[config.mk]
export PLATFORM = sky130hd
export DESIGN_NAME = led_decoder_seq
export DESIGN_NICKNAME = d
export VERILOG_FILES = /design/src/rtl/led_decoder_seq.sv
export SDC_FILE = /design/constraint.sdc
export NUM_CORES = 1
export LEC_CHECK = 0
export ABC_AREA = 1
export CORE_MARGIN = 2
export CORE_UTILIZATION = 50
export CTS_BUF_LIST = sky130_fd_sc_hd__clkbuf_16
export CTS_CLUSTER_SIZE = 30
export DETAILED_ROUTE_END_ITERATION = 12
export PLACE_DENSITY_LB_ADDON = 0.1
export REMOVE_ABC_BUFFERS = 1
export SLEW_MARGIN = 25
export SYNTH_ARGS = -nofsm -noshare
export SYNTH_HDL_FRONTEND = slang
export SYNTH_SLANG_ARGS = --single-unit
[constraint.sdc]
create_clock -name clk -period 1.4 [get_ports clk]
set_input_delay 0.21 -clock clk [delete_from_list [all_inputs] [get_ports clk]]
set_output_delay 0.21 -clock clk [all_outputs]
set_load 0.005 [all_outputs]
[src/rtl/led_decoder_seq.sv]
// Registered SEL_W-to-2**SEL_W LED decoder with scan, bounce and blink display modes.
// Define LED_ACTIVE_HIGH_EN to drive the LEDs active-high (lit = 1, idle = all zeros).
module led_decoder_seq #(
    parameter int          SEL_W     = 3,
    parameter int          PRESCALE  = 4,
    parameter logic [2:0]  EN_ACTIVE = 3'b100
) (
    input  logic                 clk,
    input  logic                 rst_n,
    input  logic [2:0]           enable,
    input  logic [SEL_W-1:0]     switch,
    input  logic [1:0]           mode,
    output logic [(1<<SEL_W)-1:0] led,
    output logic [SEL_W-1:0]     pos,
    output logic                 wrap
);

    localparam int N     = 1 << SEL_W;
    localparam int CNT_W = (PRESCALE > 1) ? $clog2(PRESCALE) : 1;
    localparam logic [CNT_W-1:0] CNT_LAST = CNT_W'(PRESCALE - 1);
    localparam logic [SEL_W-1:0] POS_MAX  = {SEL_W{1'b1}};

`ifdef LED_ACTIVE_HIGH_EN
    localparam logic [N-1:0] LED_OFF = '0;
`else
    localparam logic [N-1:0] LED_OFF = '1;
`endif

    typedef enum logic [1:0] {
        M_DIRECT = 2'd0,
        M_SCAN   = 2'd1,
        M_BOUNCE = 2'd2,
        M_BLINK  = 2'd3
    } mode_t;

    typedef enum logic {
        DIR_UP   = 1'b0,
        DIR_DOWN = 1'b1
    } dir_t;

    // LED drive pattern with exactly one LED lit at index idx, in board polarity.
    function automatic logic [N-1:0] light(input logic [SEL_W-1:0] idx);
        logic [N-1:0] onehot;
        onehot      = '0;
        onehot[idx] = 1'b1;
`ifdef LED_ACTIVE_HIGH_EN
        return onehot;
`else
        return ~onehot;
`endif
    endfunction

    mode_t             mode_q, mode_d;
    dir_t              dir_q, dir_d;
    logic [CNT_W-1:0]  cnt_q, cnt_d;
    logic              phase_q, phase_d;
    logic [SEL_W-1:0]  pos_q, pos_d;
    logic [N-1:0]      led_q, led_d;
    logic              wrap_q, wrap_d;
    logic              active;
    logic              tick;

    assign active = (enable == EN_ACTIVE);
    assign tick   = (cnt_q == CNT_LAST);

    always_comb begin
        // NOTE: every next-state signal gets a default first so no path can infer a latch.
        mode_d  = mode_q;
        dir_d   = dir_q;
        cnt_d   = cnt_q;
        phase_d = phase_q;
        pos_d   = pos_q;
        led_d   = LED_OFF;
        wrap_d  = 1'b0;

        if (active) begin
            if (mode_t'(mode) != mode_q) begin
                // A mode switch restarts the animation from the switch position, without stepping.
                mode_d  = mode_t'(mode);
                pos_d   = switch;
                dir_d   = DIR_UP;
                cnt_d   = '0;
                phase_d = 1'b1;
                led_d   = light(switch);
            end else begin
                if (mode_q != M_DIRECT) begin
                    cnt_d = tick ? '0 : cnt_q + 1'b1;
                end
                unique case (mode_q)
                    M_DIRECT: begin
                        pos_d = switch;
                        led_d = light(switch);
                    end
                    M_SCAN: begin
                        if (tick) begin
                            pos_d  = pos_q + 1'b1;
                            wrap_d = (pos_q == POS_MAX);
                        end
                        led_d = light(pos_d);
                    end
                    M_BOUNCE: begin
                        // Reversal happens in place of a step, so each end stays lit for one step.
                        if (tick) begin
                            if (dir_q == DIR_UP) begin
                                if (pos_q == POS_MAX) begin
                                    pos_d  = POS_MAX - 1'b1;
                                    dir_d  = DIR_DOWN;
                                    wrap_d = 1'b1;
                                end else begin
                                    pos_d = pos_q + 1'b1;
                                end
                            end else begin
                                if (pos_q == '0) begin
                                    pos_d  = SEL_W'(1);
                                    dir_d  = DIR_UP;
                                    wrap_d = 1'b1;
                                end else begin
                                    pos_d = pos_q - 1'b1;
                                end
                            end
                        end
                        led_d = light(pos_d);
                    end
                    M_BLINK: begin
                        pos_d = switch;
                        if (tick) begin
                            phase_d = ~phase_q;
                        end
                        led_d = phase_d ? light(switch) : LED_OFF;
                    end
                    default: begin
                        led_d = LED_OFF;
                    end
                endcase
            end
        end
    end

    // NOTE: state registers use non-blocking assignments so all flops update together on the edge.
    always_ff @(posedge clk or negedge rst_n) begin
        if (!rst_n) begin
            mode_q  <= M_DIRECT;
            dir_q   <= DIR_UP;
            cnt_q   <= '0;
            phase_q <= 1'b1;
            pos_q   <= '0;
            led_q   <= LED_OFF;
            wrap_q  <= 1'b0;
        end else begin
            mode_q  <= mode_d;
            dir_q   <= dir_d;
            cnt_q   <= cnt_d;
            phase_q <= phase_d;
            pos_q   <= pos_d;
            led_q   <= led_d;
            wrap_q  <= wrap_d;
        end
    end

    assign led  = led_q;
    assign pos  = pos_q;
    assign wrap = wrap_q;

endmodule
======== Word level (Yosys, flattened, before mapping) ========
Cells that the tools add are included.
storage, ports and cells
  flip-flop bits (word level) ............. 18
  bits of input ports ..................... 10
  output and inout bits ................... 12
operators by class
  eq/ne operators ......................... 7
  $lt $le $gt $ge ......................... 6
  $add $sub $neg .......................... 3
  bitwise operators ....................... 4
  reduce and logical (&&, ||, !) cells .... 15
  multiplexer cells ....................... 45
operators by type and width
  operator             number
  $mux 3               12
  $pmux 8 s4           1
  $mux 8               3
  $not 8->8            3
  $mux 1               21
  $lt 3x4->1 const B   3
  $reduce_bool 2->1    5
  $demux 1 s3          3
  $ge 3x1->1 const B   3
  $pmux 3 s3           1
  $eq 2x2->1 const B   3
  $eq 3x3->1 const B   2
  $mux 2               3
  $reduce_and 2->1     3
  $add 3x1->3 const B  1
  $logic_and 1x1->1    3
  $logic_not 3->1      1
  $reduce_and 3->1     1
  $sub 3x1->3 const B  1
  $add 2x1->2 const B  1
  $eq 2x1->1 const B   1
  $logic_not 2->1      1
  $ne 2x2->1           1
  $pmux 1 s2           1
  other kinds (2)      2

======== Depth between registers and ports, before layout ========
Gate-level depths: netlist of the first run.
  word-level depth ........................ 15
  mapped depth ............................ 13
  mapped depth without buffers ............ 13

======== Worst setup path after synthesis of the first run ========
OpenSTA, ideal clock, no wires.
  path kind ............................... register -> register
  from .................................... reg pos_q[0], in the netlist pos[0]
  to ...................................... reg led_q[0], in the netlist led[0]
  clock period less this slack ............ 1.631 ns
  buffers on the path ..................... 0
  arrival time ............................ 1.552 ns
  required time ........................... 1.321 ns
  path slack .............................. -0.231 ns
  cell stages (with the launch flop) ...... 14
  cell sequence ........................... dfrtp_1 ha_1 inv_1 ha_1 inv_1 nand2_1 nand2_2 nand3_1 nand2_1 nand2_1 nor2_1 nand2_1 nand2_1 nand2_1
between the ends
  longest elaborated chain between the ends .. 15
  elaborated cells on any way between the ends .. 30
RTL lines
  what                                                            line      text
  start, declared                                                 57        logic [SEL_W-1:0] pos_q, pos_d;
  start signal, assigned                                          154       pos_q <= pos_d;
  $add 3x1->3 (tied with other cells)                             96, 110
  $mux 3 (on tied branches)                                       105, 113
  $mux 3                                                          104       if (dir_q == DIR_UP) begin
  $mux 3                                                          103       if (tick) begin
  $mux 3                                                          89        unique case (mode_q)
  $mux 3                                                          77        if (mode_t'(mode) != mode_q) begin
  $mux 3                                                          76        if (active) begin
  $lt 3x4->1 (not written as such) or $ge 3x1->1 (tied branches)  45        onehot[idx] = 1'b1;
  $logic_and 1x1->1 (not written as such)                         45
  $mux 1 (not written as such)                                    45
  $demux 1 s3                                                     45
  $not 8->8                                                       49        return ~onehot;
  $pmux 8 s4 *                                                    89
  $mux 8 *                                                        77
  $mux 8 *                                                        76
  named net led_d[0]                                              58        logic [N-1:0] led_q, led_d;
  end signal, assigned                                            155       led_q <= led_d;
  end, declared                                                   58
The timed path passes the listed nets; every way through them passes the cells marked *. The select of a mux whose other input is x is not followed.
A chain may end at the register's enable or synchronous reset.

======== Worst setup path after layout of the first run ========
  from .................................... reg pos_q[0], in the netlist pos[0]
  to ...................................... reg led_q[1], in the netlist led[1]
The elaborated chain is that of the path after synthesis.

==> impl_metrics.yaml, run 1 <==
run_status:
  outcome: "finished with violations"
  violations: "setup timing"
sta:
  drv_slew: 0
  rsz0062_at_grt: "true"
  timing.final.crit_period_ps: 1670
  fin_crit_sh_pct: 119
  fmax_mhz: 599
  hold_viol_final: 0
  skew_ps: 1.39
  setup_viol: 12
  finalWorstSetupSlack_ps: -268
  worst_pin_slew_ps: 262
  relSlewSlack_pct: 82.3
clocking:
  clkTransAtPathRegs_ps: 60
  root_buffer: "clkbuf_16"
  htree_num_levels: 1
  clock_sinks: 18
  tritoncts: "built"
  clk_latency_ps: 250
  cts_buffers: 3
  clockBufferDepth: 2
  ctsHoldBuffers: 0
worst_setup_path:
  worstPathArrival_ps: 1850
  worstPathMaxFanout: 4
  r2r_start: "pos[0]"
  worstSetupEndpointType: "flop"
  setup.worst_path.start: "pos[0]"
  cp.required_ps: 1580
  crit_path_start_kind: "flop"
  critPathKind: "reg -> reg"
  r2r_cells: 13
layout:
  multi_input_area_um2: 1300
  drive_gt1_share_pct: 39.9
  ff_latch_area_um2: 462
  final_common_cell: "nand2_1"
  antenna_cells: 0
  fin_util_pct: 83.9
  nFillCells: 211
  layoutNonFillerInstCount: 375
  area_delta_synth_final_pct: 57.1
  most-common-layout-cells: "nand2_1 (80), buf_4 (54), nand3_1 (22)"
  nets: 358
pwr:
  p_sw_mw: 1.20
  power_density_nw_per_um2: 1140
  ir_drop_uv: 729
  clock_power_share_pct: 20.0
  p_comb_share_pct: 58.3
  power.share.sequential_pct: 21.7
  intPower_mw: 1.78
  p_sw_share_pct: 40.4
  leakage_nw: 1.25
floorplanning:
  die_h_um: 61.8
  die_w_um: 61.8
  row_count: 20
  die_area_um2: 3820
  core_um2: 3130
  num_io_pins: 22
  start_util_pct: 53.4
detailed_routing:
  first_iter_violations: 145
  postRouteAntennaNets: 0
  wl_per_cell_um: 13.9
  avgViaCountPerCell: 5.37
  drt_wl_total_um: 5210
  dr.pass1.iters: 6
  vias: 2015
  drcViolationCount: 0
placed_design:
  portBuffers: 21
  dp_cells: 365
  gp_congestion: 1.01
  dpl.hpwl_um: 3600
synth:
  ys.warnings.count: 0
  ys_ff_latch: 18
  synth_cell_types: 27
  synthCells: 255
  avgSynthCellArea_um2: 6.55
  synth.yosys.seq_area_share_pct: 27.6
  syn-cell-area_um2: 1670
worst_hold_path:
  hp-class: "in -> async"
job:
  maxCapViolations: 0
grt:
  antenna_found_initial: 0
  grt_overflow_total: 0
  grt_start_max_net_pins: 19
  grt_pass1_vias: 1825
  grt_pass1_wl_um: 8020
  track_usage_pct: 28.8
## state kept, by name, summed over array words and instances (netlist names)
register	cells
cnt_q	2
dir_q	1
led	8
mode_q	2
phase_q	1
pos	3
wrap	1
## what timing repair did
action | in CTS | in global routing
buffers inserted | 6 | 0
pin swaps | 14 | 4
gates resized for setup | 51 | 27
setup endpoints to repair | 27 | 18
## final cells by class
cell class	count	share of cell area, %
clock buffers	3	2.86
well taps	44	2.10
flip-flops and latches	18	17.6
clock inverters	1	0.143
multi-input cells	204	49.4
repair buffers	77	23.8
inverters	28	4.10
## metal layers
layer	part of all wire [%]	vias to the layer above	GRT usage, %
met2	51	90	51.6
li1	-	975	-
met4	2.4	0	9.73
met3	6.7	15	3.31
met5	0	-	0
met1	39	935	35.9
## Yosys cell counts
cell type | n | area share, %
a21oi_1 | 5 | 1.5
buf_2 | 2 | 0.60
buf_4 | 3 | 1.3
dfrtp_1 | 9 | 13
dfstp_2 | 9 | 14
ha_1 | 16 | 12
inv_1 | 25 | 5.6
inv_2 | 3 | 0.67
nand2_1 | 93 | 21
nand2_2 | 5 | 1.9
nand2_4 | 2 | 1.3
nand3_1 | 24 | 7.2
nand3b_1 | 1 | 0.45
nand3b_2 | 1 | 0.67
nand4_1 | 4 | 1.5
nor2_1 | 26 | 5.8
nor2_2 | 2 | 0.75
nor3_1 | 2 | 0.60
o211a_1 | 1 | 0.60
o211ai_1 | 3 | 1.3
o21a_1 | 1 | 0.45
o21ai_0 | 10 | 3.0
o21ai_2 | 1 | 0.52
o22ai_1 | 3 | 1.1
o311ai_0 | 2 | 1.0
o31ai_1 | 1 | 0.45
xnor2_2 | 1 | 0.97
## per-stage QoR
stage	cell area [um2]	total power, mW	hold WS (ps)	worst slack, ps	TNS [ps]
2_1_floorplan	1640	1.39	-85.6	-346	-2940
3_3_place_gp	2280	1.95	493	-326	-3680
3_5_place_dp	2280	1.98	512	-353	-4290
4_1_cts	2530	2.82	293	-215	-1960
5_1_grt	2620	3.17	313	-371	-3650
6_report	2620	2.98	290	-268	-2360
## power groups by stage
| stage | Combinational [mW] | Sequential [mW] | Clock [mW] |
|---|---|---|---|
| floorplan | 0.727 | 0.664 | 0 |
| global placement | 1.30 | 0.645 | 0 |
| detailed placement | 1.33 | 0.651 | 0 |
| CTS | 1.58 | 0.641 | 0.606 |
| global route | 1.90 | 0.652 | 0.616 |
| finish | 1.74 | 0.646 | 0.597 |
## path summary, 6_finish.rpt
| path | slack [ps] | end |
|---|---|---|
| max | -270 | led[1] |
| max in group asynchronous | 850 | led[3] |
| min | 290 | cnt_q[1] |
| min in group clk | 520 | cnt_q[1] |
| min reg2reg | 520 | cnt_q[1] |
| max reg2reg | -270 | led[1] |
## cell families after synthesis
family | share of synthesized area (%)
XOR/XNOR | 0.974
buffers and inverters | 8.24
AND/OR/NAND/NOR | 41.1
AO/OA/AOI/OAI | 10.0
adder cells (fa/ha/maj) | 12.0
flip-flops | 27.6
## worst max-delay path: stages (launching register included)
cell     delay (ps)
dfrtp_1         410
ha_2            210
inv_2            90
ha_4            200
inv_2            50
nand2_2          60
nand2_4          90
nand3_2          70
nand2_1          70
nand2_2          50
nor2_2          110
nand2_1          60
nand2_1          60
nand2_1          50
No activity file was read; power rests on OpenSTA's default activity.
==> inputs of run 2 (changes only) <==
- ABC_AREA: 1 -> not set
- CORE_UTILIZATION: 50 -> 49
==> impl_metrics.yaml, run 2 <==
synth:
  ys.flop_type: "dfstp_2"
  ys_ff_latch: 18
  avgSynthCellArea_um2: 9.14
  synth_cell_types: 54
  synthCells: 172
  synth_edf_count: 0
  ys.warnings.count: 0
  synth.top_cells.by_area: "dfstp_2 (15%), dfrtp_1 (14%), ha_1 (13%), nand2_1 (3.6%), o21ai_0 (3.2%)"
  synth_common_cells: "ha_1 (16), nand2_1 (15), inv_1 (12)"
  yosysMostFrequentCell: "ha_1"
  synth_top_area_share_pct: 15.0
  syn-cell-area_um2: 1570
  synthArstFlopShare_pct: 100
  synth_top_cell_by_area: "dfstp_2"
  synth.yosys.seq_area_share_pct: 29.4
placed_design:
  gp_congestion: 0.829
  dpl.hpwl_um: 3560
  place_ws_ps: -543
  portBuffers: 21
clocking:
  htree_num_levels: 1
  cts_buffers: 3
  clk_latency_ps: 250
  clock_sinks: 18
  clockBufferDepth: 2
  root_buffer: "clkbuf_16"
  tritoncts: "built"
  clkTransAtPathRegs_ps: 60
grt:
  grt_overflow_total: 0
  antenna_found_initial: 0
  track_usage_pct: 31.1
  grt_pass1_wl_um: 8460
  grt_pass1_vias: 1777
  grt_start_max_net_pins: 19
sta:
  worst_pin_slew_ps: 559
  fmax_mhz: 511
  relSlewSlack_pct: 62.7
  drv_slew: 0
  setup_viol: 16
  hold_viol_final: 0
  fin_crit_sh_pct: 140
  rsz0062_at_grt: "true"
  skew_ps: 6.47
  timing.final.crit_period_ps: 1960
  finalWorstSetupSlack_ps: -559
  setup_tns_ps: -5420
layout:
  antenna_cells: 0
  most-common-layout-cells: "buf_4 (56), nand2_1 (14), ha_4 (10)"
  final_common_cell: "buf_4"
  area_delta_synth_final_pct: 75.6
  largest_reg_flops: 8
  drive_gt1_share_pct: 58.1
  nets: 280
  fin_util_pct: 90.4
worst_setup_path:
  r2r_start: "pos[1]"
  critPathKind: "reg -> reg"
  cp.required_ps: 1560
  r2r_end: "led[0]"
  rrSetupSlack_ps: -560
  r2r_cells: 8
  crit_path_start_kind: "flop"
  worstSetupEndpointType: "flop"
  worstPathMaxFanout: 4
  worstPathArrival_ps: 2120
floorplanning:
  start_util_pct: 51.5
  die_w_um: 60.6
  num_io_pins: 22
  die_h_um: 60.6
  row_count: 20
  die_area_um2: 3680
  core_um2: 3050
detailed_routing:
  wl_per_cell_um: 22.4
  avgViaCountPerCell: 6.41
  postRouteAntennaNets: 0
  vias: 1904
  dr.pass1.iters: 5
  first_iter_violations: 250
  drcViolationCount: 0
  drt_wl_total_um: 6640
worst_hold_path:
  hp-class: "in -> async"
pwr:
  power_mw: 3.18
  power_density_nw_per_um2: 1150
  ir_drop_uv: 757
  leakage_nw: 1.10
run_status:
  violations: "setup timing"
  outcome: "finished with violations"
job:
  maxCapViolations: 0
==> run 2: per-layer routing <==
metal	up-vias	part of all wire [%]	global-route usage, %
met2	150	48	53.6
met5	-	0	0
met3	37	8.5	4.90
met1	925	39	39.1
met4	0	4.0	11.8
li1	792	-	-
==> run 2: layout make-up <==
cell class	count	area [um2]
clock buffer	3	75.1
clock inverter	1	3.75
fill	125	293
inverter	13	56.3
multi-input combinational	131	1360
sequential	18	467
tap	44	55.1
timing repair buffer	87	743
==> run 2: report_power, final <==
part           internal (mW)  switching, mW
clock network          0.381          0.223
logic                  0.951          0.941
registers              0.600         0.0830
total                   1.93           1.25
==> run 2: how the worst max path moves through the flow <==
stage	startpoint	end	slack [ps]	cells past startpoint
final	pos[1]	led[0]	-560	8
after CTS	pos[0]	pos[0]	-420	7
after global routing	pos[0]	led[0]	-590	8
after detailed placement	pos[0]	pos[0]	-540	7
after floorplan	cnt_q[0]	led[5]	-520	7
after global placement	pos[0]	pos[0]	-510	7
==> run 2: logic make-up after synthesis <==
| group | share of synthesized area [%] |
|---|---|
| flops | 29.4 |
| xor+xnor | 1.67 |
| fa+ha+maj | 12.7 |
| compound gates | 30.5 |
| buf+inv | 7.24 |
| mux | 1.27 |
| simple gates | 17.2 |
==> run 2: critical path, cell delays in order (launching register included) <==
cell,delay [ps]
dfrtp_2,440
ha_4,200
ha_4,180
nor2b_4,140
o32ai_4,330
buf_4,180
nor4_4,30
buf_4,170
a31oi_1,190
==> run 2: what timing repair did <==
item                       4_1_cts  5_1_grt
setup endpoints to repair       27       19
buffers inserted                 3       10
pin swaps                       28       16
resized for setup               73       27
hold buffers                     0        0
==> run 2: stage by stage <==
stage / area [um2] / hold slack, ps / instances
2_1_floorplan: 1510 / -85.6 / 162
3_3_place_gp: 2180 / 494 / 281
4_1_cts: 2560 / 302 / 287
3_5_place_dp: 2180 / 496 / 281
5_1_grt: 2760 / 314 / 297
6_report: 2760 / 302 / 297
==> inputs of run 3 (changes only) <==
- CORE_MARGIN: 2 -> 1
==> impl_metrics.yaml, run 3 (synthesis gave the netlist of run 2 again) <==
clocking:
  clkTransAtPathRegs_ps: 60
  htree_num_levels: 1
  cts_buffers: 3
  clockBufferDepth: 2
  root_buffer: "clkbuf_16"
  clock_sinks: 18
  clk_latency_ps: 250
  tritoncts: "built"
sta:
  drv_slew: 0
  skew_ps: 2.14
  setup_tns_ps: -4990
  fmax_mhz: 523
  setup_viol: 15
  fin_crit_sh_pct: 137
  holdWs_ps: 279
  rsz0062_at_grt: "true"
  timing.final.crit_period_ps: 1910
  finalWorstSetupSlack_ps: -512
  relSlewSlack_pct: 73.5
  hold_viol_final: 0
  worst_pin_slew_ps: 391
grt:
  grt_overflow_total: 0
  grt_pass1_vias: 1704
  antenna_found_initial: 0
  grt_pass1_wl_um: 8310
  grt_start_max_net_pins: 19
  track_usage_pct: 32.3
placed_design:
  place_area_um2: 2140
  gp_congestion: 0.908
  place_ws_ps: -589
  portBuffers: 21
  dp_cells: 276
  dpl.hpwl_um: 3540
floorplanning:
  die_h_um: 58.6
  start_util_pct: 51.5
  row_count: 20
  num_io_pins: 22
  core_um2: 3050
  die_area_um2: 3440
  die_w_um: 58.6
worst_setup_path:
  critPathKind: "reg -> reg"
  cp.required_ps: 1550
  r2r_cells: 7
  crit_path_start_kind: "flop"
  worstPathMaxFanout: 4
  rrSetupSlack_ps: -510
  r2r_end: "led[6]"
  r2r_start: "pos[1]"
  worstPathArrival_ps: 2060
  worstSetupEndpointType: "flop"
detailed_routing:
  drcViolationCount: 0
  postRouteAntennaNets: 0
  drt_wl_total_um: 6540
  wl_per_cell_um: 22.6
  dr.pass1.iters: 6
  first_iter_violations: 201
  avgViaCountPerCell: 6.49
  vias: 1875
layout:
  most-common-layout-cells: "buf_4 (48), nand2_1 (13), dlygate4sd2_1 (11)"
  nets: 272
  largest_reg_flops: 8
  drive_gt1_share_pct: 53.9
  final_common_cell: "buf_4"
  area_delta_synth_final_pct: 71.6
  layoutNonFillerInstCount: 289
  antenna_cells: 0
  nFillCells: 139
  multi_input_area_um2: 1350
  postLayoutCellArea_um2: 2700
  ff_latch_area_um2: 468
job:
  maxCapViolations: 0
pwr:
  power_density_nw_per_um2: 1140
  leakage_nw: 1.07
  p_sw_mw: 1.22
  p_comb_share_pct: 57.9
  p_sw_share_pct: 39.8
  ir_drop_uv: 816
  clock_power_share_pct: 19.5
  power.share.sequential_pct: 22.7
  intPower_mw: 1.84
run_status:
  violations: "setup timing"
  outcome: "finished with violations"
worst_hold_path:
  hold_depth: 3
  hp-class: "in -> reg"
  min_to: "mode_q[1]"
  hold_start: "mode[1]"
-- run 3: worst max-delay path by stage --
stage             start  endpoint  cells past startpoint
4_1_cts          pos[0]    led[0]                      7
3_5_place_dp     pos[0]    pos[0]                      7
5_1_grt          pos[0]    led[6]                      7
3_3_place_gp     pos[0]    pos[0]                      7
6_report         pos[1]    led[6]                      7
2_1_floorplan  cnt_q[0]    led[5]                      7
-- run 3: repair_timing --
action,CTS,global route
gates resized for setup,66,34
pin swaps,15,19
hold buffers,0,0
endpoints found under the setup margin,27,16
setup buffers,5,5
-- run 3: per-stage QoR --
stage          utilization (%)  power (mW)
2_1_floorplan                -        1.27
3_3_place_gp              70.2        1.81
3_5_place_dp              70.2        1.86
4_1_cts                   82.5        2.74
5_1_grt                   88.3        3.16
6_report                  88.3        3.06
-- run 3: layout make-up --
class	instances	area share (%)
well taps	44	2.04
clock buffers	3	2.78
clock inverters	1	0.139
flip-flops and latches	18	17.4
multi-input cells	131	50.2
inverters	13	2.00
repair buffers	79	25.5
-- run 3: power groups by stage --
stage	logic [mW]	clock network [mW]	registers [mW]
global placement	1.16	0	0.649
floorplan	0.600	0	0.670
global route	1.85	0.612	0.697
CTS	1.48	0.590	0.672
finish	1.77	0.596	0.694
detailed placement	1.21	0	0.654
-- run 3: routing by layer --
layer / global-route usage (%) / part of all wire (%) / vias to the layer above
li1: - / - / 780
met1: 40.2 / 36 / 881
met2: 57.5 / 49 / 159
met3: 3.96 / 8.2 / 55
met4: 11.6 / 6.7 / 0
met5: 0 / 0 / -
-- run 3: worst max-delay path, stage by stage, from the launching register on --
cell,delay [ps]
dfrtp_2,430
inv_2,70
ha_4,200
ha_4,180
a21boi_2,220
o32ai_4,150
nor4_4,390
a31oi_1,180
